## config.mk

```make
export PLATFORM = sky130hd
export DESIGN_NAME = ram_port_arbiter
export DESIGN_NICKNAME = d
export VERILOG_FILES = /design/src/rtl/ram_port_arbiter.sv
export SDC_FILE = /design/constraint.sdc
export NUM_CORES = 1
export LEC_CHECK = 0
export BUFFER_PORTS_ARGS = -buffer_cell sky130_fd_sc_hd__buf_2
export CORE_MARGIN = 3
export CORE_UTILIZATION = 46
export CTS_BUF_LIST = sky130_fd_sc_hd__clkbuf_8 sky130_fd_sc_hd__clkbuf_16
export DETAILED_ROUTE_END_ITERATION = 16
export PLACE_DENSITY = 0.85
export SLEW_MARGIN = 20
export SYNTH_ARGS = -nofsm -noshare
export SYNTH_HDL_FRONTEND = slang
export SYNTH_SLANG_ARGS = --single-unit
```

## constraint.sdc

```tcl
create_clock -name clk -period 2.15 [get_ports clk]
set_clock_uncertainty 0.1 [all_clocks]
set_input_delay 0 -clock clk [delete_from_list [all_inputs] [get_ports clk]]
set_output_delay 0 -clock clk [all_outputs]
set_load 0.02 [all_outputs]
```

## src/rtl/ram_port_arbiter.sv

```systemverilog
// ram_port_arbiter: round-robin sequencer sharing one dual-port RAM between
// two requesters, with a hardware clear sweep. At most one RAM operation is
// issued per cycle so the RAM's write-over-read priority never hides a request.
module ram_port_arbiter #(
    parameter int unsigned AW    = 4,
    parameter int unsigned DW    = 8,
    parameter int unsigned DEPTH = 16
) (
    input  logic          clk,
    input  logic          rst,

    input  logic          a_req,
    input  logic          a_we,
    input  logic [AW-1:0] a_addr,
    input  logic [DW-1:0] a_wdata,
    output logic          a_gnt,
    output logic          a_rvalid,

    input  logic          b_req,
    input  logic          b_we,
    input  logic [AW-1:0] b_addr,
    input  logic [DW-1:0] b_wdata,
    output logic          b_gnt,
    output logic          b_rvalid,

    output logic [DW-1:0] rdata,

    input  logic          clr_req,
    output logic          busy,
    output logic          clr_done,

    output logic          ram_wr,
    output logic          ram_re,
    output logic [AW-1:0] ram_wr_addr,
    output logic [AW-1:0] ram_re_addr,
    output logic [DW-1:0] ram_d_in,
    input  logic [DW-1:0] ram_d_out
);

    localparam logic [AW-1:0] LAST_ADDR = AW'(DEPTH - 1);

    typedef enum logic {
        IDLE  = 1'b0,
        CLEAR = 1'b1
    } state_t;

    state_t        state;
    logic          last_b;      // 1: B was granted most recently
    logic          a_rd_tag;    // A read in flight on the RAM read port
    logic          b_rd_tag;    // B read in flight on the RAM read port
    logic [DW-1:0] rdata_q;     // last delivered read data

    logic          a_elig_c;
    logic          b_elig_c;
    logic          pick_a_c;
    logic          pick_b_c;

    // Eligibility and round-robin pick; a requester whose grant is showing now sits out one cycle
    always_comb begin
        a_elig_c = a_req & ~a_gnt;
        b_elig_c = b_req & ~b_gnt;
        pick_a_c = a_elig_c & (~b_elig_c | last_b);
        pick_b_c = b_elig_c & ~pick_a_c;
    end

    // The RAM read port is already registered: pass its output through while a
    // read returns, otherwise present the held copy of the last returned data.
    assign rdata = (a_rvalid | b_rvalid) ? ram_d_out : rdata_q;

    // Sequencer: state, grants, RAM command and read-return pipeline
    always_ff @(posedge clk or negedge rst) begin
        if (!rst) begin
            state       <= IDLE;
            last_b      <= 1'b1;
            a_rd_tag    <= 1'b0;
            b_rd_tag    <= 1'b0;
            rdata_q     <= '0;
            a_gnt       <= 1'b0;
            b_gnt       <= 1'b0;
            a_rvalid    <= 1'b0;
            b_rvalid    <= 1'b0;
            busy        <= 1'b0;
            clr_done    <= 1'b0;
            ram_wr      <= 1'b0;
            ram_re      <= 1'b0;
            ram_wr_addr <= '0;
            ram_re_addr <= '0;
            ram_d_in    <= '0;
        end else begin
            a_gnt    <= 1'b0;
            b_gnt    <= 1'b0;
            ram_wr   <= 1'b0;
            ram_re   <= 1'b0;
            clr_done <= 1'b0;
            a_rd_tag <= 1'b0;
            b_rd_tag <= 1'b0;
            // read return runs independently of the state so a read issued
            // just before a sweep still completes
            a_rvalid <= a_rd_tag;
            b_rvalid <= b_rd_tag;
            if (a_rvalid | b_rvalid) begin
                rdata_q <= ram_d_out;
            end

            case (state)
                IDLE: begin
                    if (clr_req) begin
                        state       <= CLEAR;
                        busy        <= 1'b1;
                        ram_wr      <= 1'b1;
                        ram_wr_addr <= '0;
                        ram_d_in    <= '0;
                    end else if (pick_a_c) begin
                        a_gnt  <= 1'b1;
                        last_b <= 1'b0;
                        if (a_we) begin
                            ram_wr      <= 1'b1;
                            ram_wr_addr <= a_addr;
                            ram_d_in    <= a_wdata;
                        end else begin
                            ram_re      <= 1'b1;
                            ram_re_addr <= a_addr;
                            a_rd_tag    <= 1'b1;
                        end
                    end else if (pick_b_c) begin
                        b_gnt  <= 1'b1;
                        last_b <= 1'b1;
                        if (b_we) begin
                            ram_wr      <= 1'b1;
                            ram_wr_addr <= b_addr;
                            ram_d_in    <= b_wdata;
                        end else begin
                            ram_re      <= 1'b1;
                            ram_re_addr <= b_addr;
                            b_rd_tag    <= 1'b1;
                        end
                    end
                end

                CLEAR: begin
                    if (ram_wr_addr == LAST_ADDR) begin
                        state    <= IDLE;
                        busy     <= 1'b0;
                        clr_done <= 1'b1;
                    end else begin
                        ram_wr      <= 1'b1;
                        ram_wr_addr <= ram_wr_addr + AW'(1);
                        ram_d_in    <= '0;
                    end
                end

                default: begin
                    state <= IDLE;
                    busy  <= 1'b0;
                end
            endcase
        end
    end

endmodule

```

=== Word-level counts from Yosys, hierarchy flattened ===
Cells that the tools add are included.

* Register bits: 36
* Word-level logic and storage cells: 97
* Output and inout bits: 32
* Input port bits: 39

* Bitwise gates (word level): 12
* Mux-type cells: 54
* Reduce and logical (&&, ||, !) cells: 5
* Eq/ne operators: 9
* Add/sub/neg operators: 1

{| class="wikitable"
|+ Operators by type and width
! operator !! number
|-
| two-way mux 8 bit || 7
|-
| two-way mux 4 bit || 10
|-
| two-way mux 1 bit || 32
|-
| one-hot mux 8 bit (2 select lines) || 1
|-
| inequality test 4 bit, second input constant || 3
|-
| one-hot mux 4 bit (2 select lines) || 1
|-
| inequality test 2 bit, second input constant || 3
|-
| inverter 1 bit || 6
|-
| one-hot mux 1 bit (2 select lines) || 3
|-
| AND reduction 5 bit || 1
|-
| adder 4 x 1 -> 4 bit, second input constant || 1
|-
| bitwise AND 1 bit || 4
|-
| equality test 4 bit, second input constant || 1
|-
| inequality test 2 x 1 -> 1 bit, second input constant || 2
|-
| AND reduction 4 bit || 1
|-
| AND reduction 3 bit || 1
|-
| bitwise OR 1 bit || 2
|-
| AND reduction 2 bit || 1
|-
| nonzero test 2 bit || 1
|}

=== Longest topological paths before layout ===
Gate-level depths: netlist of run 1.

* Word-level depth: 11
* Gate-level depth with buffers: 8
* Gate-level depth less buffers: 5

=== Worst setup path before layout of run 1 ===
No wires, ideal clock.

* Path type: register -> register
* Start point: register a_gnt
* End point: register ram_re_addr[3]
* Setup time: 0.128 ns
* Path buffers: 1
* Cell stages (with the launch flop): 7
* Arrival time: 1.658 ns
* Path slack: 0.264 ns
* Required time: 1.922 ns
* Clock period less this slack: 1.886 ns
* Cell sequence: dfrtp_1 -> nand2b_1 -> or2_1 -> buf_2 -> o22ai_2 -> nand2_1 -> mux2_1

* Longest elaborated chain between the ends: 7
* Elaborated cells on any way between the ends: 10
* Classes of those cells: eq/ne: 2; mux: 1; bitwise: 5; reduce/logical: 2

{| class="wikitable"
|+ RTL lines
! element !! line !! text
|-
| start, declared || 16 || <nowiki>output logic a_gnt,</nowiki>
|-
| start signal, assigned || 78 || <nowiki>a_gnt <= 1'b0;</nowiki>
|-
| start signal, assigned || 90 || <nowiki>a_gnt <= 1'b0;</nowiki>
|-
| start signal, assigned || 114 || <nowiki>a_gnt <= 1'b1;</nowiki>
|-
| inverter 1 bit (*) || 60 || <nowiki>a_elig_c = a_req & ~a_gnt;</nowiki>
|-
| bitwise AND 1 bit (*) || 60 ||
|-
| bitwise AND 1 bit (*) || 62 || <nowiki>pick_a_c = a_elig_c & (~b_elig_c | last_b);</nowiki>
|-
| inverter 1 bit || 63 || <nowiki>pick_b_c = b_elig_c & ~pick_a_c;</nowiki>
|-
| bitwise AND 1 bit || 63 ||
|-
| nonzero test 2 bit (no source line) || n/a ||
|-
| AND reduction 5 bit (no source line) || n/a ||
|-
| end signal, assigned || 122 || <nowiki>ram_re_addr <= a_addr;</nowiki>
|-
| end signal, assigned || 134 || <nowiki>ram_re_addr <= b_addr;</nowiki>
|-
| end, declared || 35 || <nowiki>output logic [AW-1:0] ram_re_addr,</nowiki>
|}

Every way passes the cells marked *; elsewhere a longest branch is shown, timed or not.
A chain may end at the register's enable or synchronous reset.

=== Worst setup path after layout of run 1 ===
* Start point: register b_gnt
* End point: register ram_re_addr[3]

* Longest elaborated chain between the ends: 9
* Elaborated cells on any way between the ends: 12
* Classes of those cells: eq/ne: 2; mux: 1; bitwise: 7; reduce/logical: 2

{| class="wikitable"
|+ RTL lines
! element !! line !! text
|-
| start, declared || 23 || <nowiki>output logic b_gnt,</nowiki>
|-
| start signal, assigned || 79 || <nowiki>b_gnt <= 1'b0;</nowiki>
|-
| start signal, assigned || 91 || <nowiki>b_gnt <= 1'b0;</nowiki>
|-
| start signal, assigned || 126 || <nowiki>b_gnt <= 1'b1;</nowiki>
|-
| inverter 1 bit (*) || 61 || <nowiki>b_elig_c = b_req & ~b_gnt;</nowiki>
|-
| bitwise AND 1 bit (*) || 61 ||
|-
| inverter 1 bit || 62 ||
|-
| bitwise OR 1 bit || 62 ||
|-
| bitwise AND 1 bit || 62 ||
|-
| inverter 1 bit || 63 ||
|-
| bitwise AND 1 bit || 63 ||
|-
| nonzero test 2 bit (no source line) || n/a ||
|-
| AND reduction 5 bit (no source line) || n/a ||
|}

Marks and branches as above.

==> out/metrics.cfg, run 1 <==
[run_status]
status=complete, no violations

[hold_path]
hp-start=a_req
min_path_type=in -> reg
hold_depth=4

[grt]
grt-ovfl-total=0
grt_max_degree=37
met1_usage=0.244
gr-usage-met3=0.0503
gr-usage-all-layers=0.216
use_met2=0.390
grt_pass1_vias=1463
busiest_layer=met2
grt_pass1_wl_mm=6.72
antenna_found_initial=0

[route]
drt_first_pass_iters=4
vias=1414
via_per_inst=4.91
ant_nets=0
drt_iter0_drc=78
wl_per_cell_um=14.6
drc=0
drt-total-wl_mm=4.20

[yosys]
synth.distinct_cells=37
synth_area_leaders=dfrtp_1 (55%), mux2i_1 (6.9%), mux2_1 (6.3%)
syn_area_mm2=0.00160
synth_warnings=0
synth.avg_cell_area_um2=12.0
synth-seq-area-share=0.562
yosysMostFrequentCell=dfrtp_1
async_flop_share=1.00
ys.flop_type=dfrtp_1
ys_top_cells_by_count=dfrtp_1 (35), nand2_1 (13), mux2i_1 (11), mux2_1 (9), nor2_1 (9)
synth_top_area_frac=0.546
synth-edff-count=0
synth_nets=174
ys_ff_latch=36
yosysTopAreaCell=dfrtp_1
synth_cells=134

[cells_and_area]
regArea_um2=902
area_delta_synth_final_pct=52.3
drive_gt1_frac=0.365
num-fill-cells=215
post-route-util=0.769
final_nets=284
finalInstanceArea_mm2=0.00244
multi_input_area_um2=641
num_antenna_cells=0

[clock_network]
clkLatencyLatePin_ns=0.29
clock-sinks=36
cts_max_level=2
path_clk_slew_ns=0.07
cts_resized=0
clockBufferDepth=2
cts_made_buffers=5
cts_tree=yes
clockRootBuffer=clkbuf_8

[job]
drv_cap=0

[die]
core_mm2=0.00318
num_rows=20
fp.dieW_um=65.1
die_h_um=65.1
start_util=0.505
die-area_mm2=0.00423
io_pins=71

[setup_path]
crit_fanout=6
end_kind=register
reg2reg_depth=4
critPathLaunchType=register
path_class=reg -> reg
crit_arrival_ns=1.96
reg2reg_from=b_gnt
cp.required_ns=2.23
crit_start=b_gnt

[sta]
setup_tns_ns=0
grt_setup_unrepaired=no
period_minus_slack_ns=1.88
slew_headroom=0.493
setup_ws_ns=0.265
worstMarginPinSlew_ns=0.761
setup_viol=0
finalHoldViolations=0
clock.fmax_ghz=0.531
fin_crit_sh=0.877
slew_violations=0

[power_and_ir_drop]
p_leak_nw=1.25
power_density_mw_per_mm2=1150
finalPower_mw=2.82
worst_ir_drop_vdd_v=0.000608

[placed_design]
dpl.hpwl_mm=2.59
gp_congestion=0.827
pre_cts_slack_ns=0.271
io_buffer_count=70
place_area_mm2=0.00200

==> cells in the final DEF, fill, tap and decap left out, types with 2 or more instances in the layout <==
cell,netlist,layout
clkbuf_8,0,7
dfrtp_1,35,35
mux2_1,9,9
a31oi_1,4,4
mux2i_1,11,11
buf_2,2,70
buf_4,1,4
nor2_1,9,9
dlygate4sd3_1,0,35
or2_1,3,3
nand2_1,13,13
o31ai_1,8,8
a21oi_1,3,3
inv_1,2,2
a2bb2oi_1,2,2
nor2b_1,2,2
o21ai_1,3,3
nor3_1,2,2
nor3b_1,2,2
o21ai_0,3,3
==> sequential cells by signal (all words and copies together) (netlist names) <==
signal	count
a_gnt	1
a_rd_tag	1
a_rvalid	1
b_gnt	1
b_rd_tag	1
b_rvalid	1
busy	1
clr_done	1
last_b	1
ram_d_in	8
ram_re	1
ram_re_addr	4
ram_wr	1
ram_wr_addr	4
rdata_q	8
state	1
==> per-layer routing <==
metal | share of wire | up-vias
li1 | - | 695
met1 | 0.42 | 649
met2 | 0.50 | 63
met3 | 0.056 | 7
met4 | 0.020 | 0
met5 | 0 | -
==> worst paths after layout <==
kind                                        to  slack (ns)
worst min register to register        b_rvalid        0.25
max in group asynchronous          ram_d_in[7]        1.24
worst max-delay path            ram_re_addr[3]        0.27
worst min-delay path                    last_b        0.02
min in group asynchronous       ram_re_addr[1]        0.22
worst max register to register  ram_re_addr[3]        0.27
==> critical path, cell delays in order, from the launching register on <==
cell and delay [ns]:
dfrtp_1 0.40, nor3b_1 0.30, or2_1 0.31, mux2_2 0.39
mux2_1 0.28
==> area by class of cell <==
type / count / area share
clock buffers: 7 / 0.0394
inverters: 4 / 0.00717
multi-input cells: 88 / 0.262
flip-flops and latches: 36 / 0.369
well taps: 44 / 0.0225
repair buffers: 109 / 0.299
==> power by group <==
part / internal, mW / total (mW) / leakage, nW / switching (mW)
clock: 0.285 / 0.507 / 0.0503 / 0.222
sequential: 0.914 / 1.06 / 0.450 / 0.148
combinational: 0.517 / 1.25 / 0.749 / 0.732
total: 1.72 / 2.82 / 1.25 / 1.10
==> logic make-up after synthesis <==
group                      Yosys count  synth area share
DFF                                 36             0.562
and+or+nand+nor                     35             0.103
AOI/OAI and AO/OA                   30             0.140
muxes                               22             0.148
buffers and inverters               10            0.0382
adders and majority gates            1           0.00780
==> through the flow <==
stage | hold WS (ns) | std cells
after floorplan | -0.396 | 134
after global routing | 0.0703 | 288
final | 0.0182 | 288
after detailed placement | 0.0183 | 246
after CTS | 0.00225 | 287
after global placement | 0.0119 | 246
==> repair_timing <==
item,4_1_cts,5_1_grt
endpoints found under the hold margin,57,1
hold buffers,34,1
buffers inserted,0,0
Power figures use the tool's default switching activity.
==> run 2: changes to the inputs <==
Settings changed: ABC_AREA set to 1, CORE_UTILIZATION 46 to 47, SETUP_SLACK_MARGIN set to 0.4.
==> run 2 against run 1 <==
Against the previous run:
- sequential power hardly changed
- non-clock buffer count is 5 lower
- largest power group unchanged
- clock power is 4.1% lower
- maximum frequency is 17% higher
- core utilization is 2.7 points lower
- count of clock-buffer cells in the layout is 1 lower
- flip-flop and latch count stayed put
- cell area is 4.6% higher
- highest routed layer unchanged
- global-route usage is 0.12 points higher
==> out/metrics.cfg, run 2 <==
[sta]
fin_crit_sh=0.748
clock.fmax_ghz=0.621
finalHoldViolations=0
period_minus_slack_ns=1.61
setup_viol=0
grt_setup_unrepaired=no
fin_hold_ws_ns=0.0195
setup_tns_ns=0
worstMarginPinSlew_ns=0.755
slew_headroom=0.497
setup_ws_ns=0.541
slew_violations=0

[setup_path]
max_stage_delay_ns=0.53
crit_buf_inv=1
crit_path_end=ram_d_in[4]
crit_arrival_ns=1.74
reg2reg_from=last_b
worst_path_most_repeated_cell=nand2_1
critPathLaunchType=register
timing.rr.end=ram_d_in[4]
path_class=reg -> reg
cpLargestDelayFamily=simple AND/OR/NAND/NOR gates
crit_start=last_b
r2r_slack_ns=0.54
end_kind=register
cp.required_ns=2.28
reg2reg_depth=8
cp.depth=8
crit_slowest_cell=dfstp_2
crit_fanout=17
worstPathCellList=inv_1 -> nand3_4 -> nand2_8 -> nand3_2 -> nand2_1 -> nor2_4 -> nand2_1 -> nand2_1

[cells_and_area]
layout_common_cells=nand2_1 (74), buf_2 (70), dfrtp_1 (35), dlygate4sd3_1 (31), nand3_1 (19)
area_delta_synth_final_pct=48.3
post-route-util=0.742
layout_commonest_cell=nand2_1
fin_cells=351
num_antenna_cells=0
num-fill-cells=234
drive_gt1_frac=0.354
finalInstanceArea_mm2=0.00255
reg_top3=ram_d_in x8, rdata_q x8
final_nets=344

[die]
die_h_um=66.5
die-area_mm2=0.00443
io_pins=71
core_mm2=0.00344
num_rows=21
start_util=0.500
fp.dieW_um=66.5

[grt]
antenna_found_initial=0
grt-ovfl-total=0
grt_pass1_vias=1689
gr-usage-all-layers=0.218
grt_max_degree=37
grt_pass1_wl_mm=7.22

[yosys]
syn_area_mm2=0.00172
synth.avg_cell_area_um2=8.78
synth_nets=236
synth-seq-area-share=0.524
synth-edff-count=0
synth_warnings=0
synth_area_leaders=dfrtp_1 (51%), nand2_1 (16%), nand3_1 (5.5%)
yosysMostFrequentCell=nand2_1
yosysTopAreaCell=dfrtp_1
ys_ff_latch=36
synth.distinct_cells=23
synth_cells=196
ys.flop_type=dfrtp_1
async_flop_share=1.00
ys_top_cells_by_count=nand2_1 (74), dfrtp_1 (35), nand3_1 (19), inv_1 (17), o21ai_0 (9)
synth_top_area_frac=0.509

[power_and_ir_drop]
power_density_mw_per_mm2=1080
worst_ir_drop_vdd_v=0.000529
finalPower_mw=2.75
p_leak_nw=1.43

[route]
drc=0
wl_per_cell_um=13.0
vias=1689
drt_first_pass_iters=4
via_per_inst=4.81
ant_nets=0
drt-total-wl_mm=4.55
drt_iter0_drc=82

[clock_network]
cts_max_level=2
clkLatencyLatePin_ns=0.29
clockBufferDepth=2
cts_tree=yes
clock-sinks=36
clockRootBuffer=clkbuf_8
cts_made_buffers=5
path_clk_slew_ns=0.07

[run_status]
status=complete, no violations

[job]
drv_cap=0

[placed_design]
dp.cells=308
dpl.hpwl_mm=2.87
io_buffer_count=70
place_area_mm2=0.00209
gp_congestion=0.862
pre_cts_slack_ns=0.490

[hold_path]
min_path_type=in -> reg

## run 2: changes by cell type after synthesis, sizes merged, moves of 2 or more
cell	before	now
or2	3	1
a31oi	4	0
mux2	11	8
nand3	0	22
nor3b	2	0
o21ai	7	9
o31ai	8	0
a2bb2oi	2	0
nor2b	2	0
mux2i	11	0
o22ai	2	0
inv	4	21
nand2	13	79
## run 2: power breakdown
| part | internal, mW | leakage (nW) | switching [mW] |
|---|---|---|---|
| clock | 0.255 | 0.0486 | 0.230 |
| sequential | 0.902 | 0.455 | 0.129 |
| combinational | 0.463 | 0.930 | 0.771 |
| total | 1.62 | 1.43 | 1.13 |
## run 2: final cells by class
type	instances	area, um^2	area share
clock inverter	2	11.3	0.00441
inverter	21	78.8	0.0309
multi-input combinational	136	738	0.289
sequential	36	902	0.353
timing repair buffer	104	683	0.268
clock buffer	6	82.6	0.0323
tap	46	57.6	0.0225
## run 2: tightest hold or removal path, delay by kind of cell
family / cells / cell delay, ns
buf+inv: 2 / 0.15
simple gates: 2 / 0.12
compound gates: 1 / 0.08
## run 2: worst min-delay path by stage
stage / start / to / slack (ns) / cells past startpoint
2_1_floorplan: rst / a_gnt / -0.40 / 0
3_3_place_gp: rst / ram_re / 0.01 / 1
3_5_place_dp: rst / rdata_q[2] / 0.02 / 1
4_1_cts: b_addr[2] / ram_re_addr[2] / 0.0006 / 5
5_1_grt: b_addr[3] / ram_re_addr[3] / 0.05 / 5
6_report: b_addr[3] / ram_re_addr[3] / 0.02 / 5
## run 2: per-layer routing
layer | wire [um] | vias up | GRT usage
met5 | 0 | - | 0
met2 | 2330 | 69 | 0.393
met1 | 1800 | 770 | 0.237
met4 | 67 | 0 | 0.0736
li1 | - | 842 | -
met3 | 356 | 8 | 0.0708
## run 2: kinds of logic (layout without fill, tap and decap cells)
group	after synthesis	count (layout)	synth area share
adders and majority gates	1	1	0.00727
AOI/OAI and AO/OA	12	12	0.0349
DFF	36	36	0.524
and+or+nand+nor	114	115	0.315
muxes	8	8	0.0523
buffers and inverters	25	133	0.0661
## run 2: timing repair
action                                  in CTS  in global routing
endpoints found under the setup margin       0                 17
hold buffers                                31                  0
gates resized for setup                      0                  4
setup buffers                                0                  3
endpoints found under the hold margin       59                  0
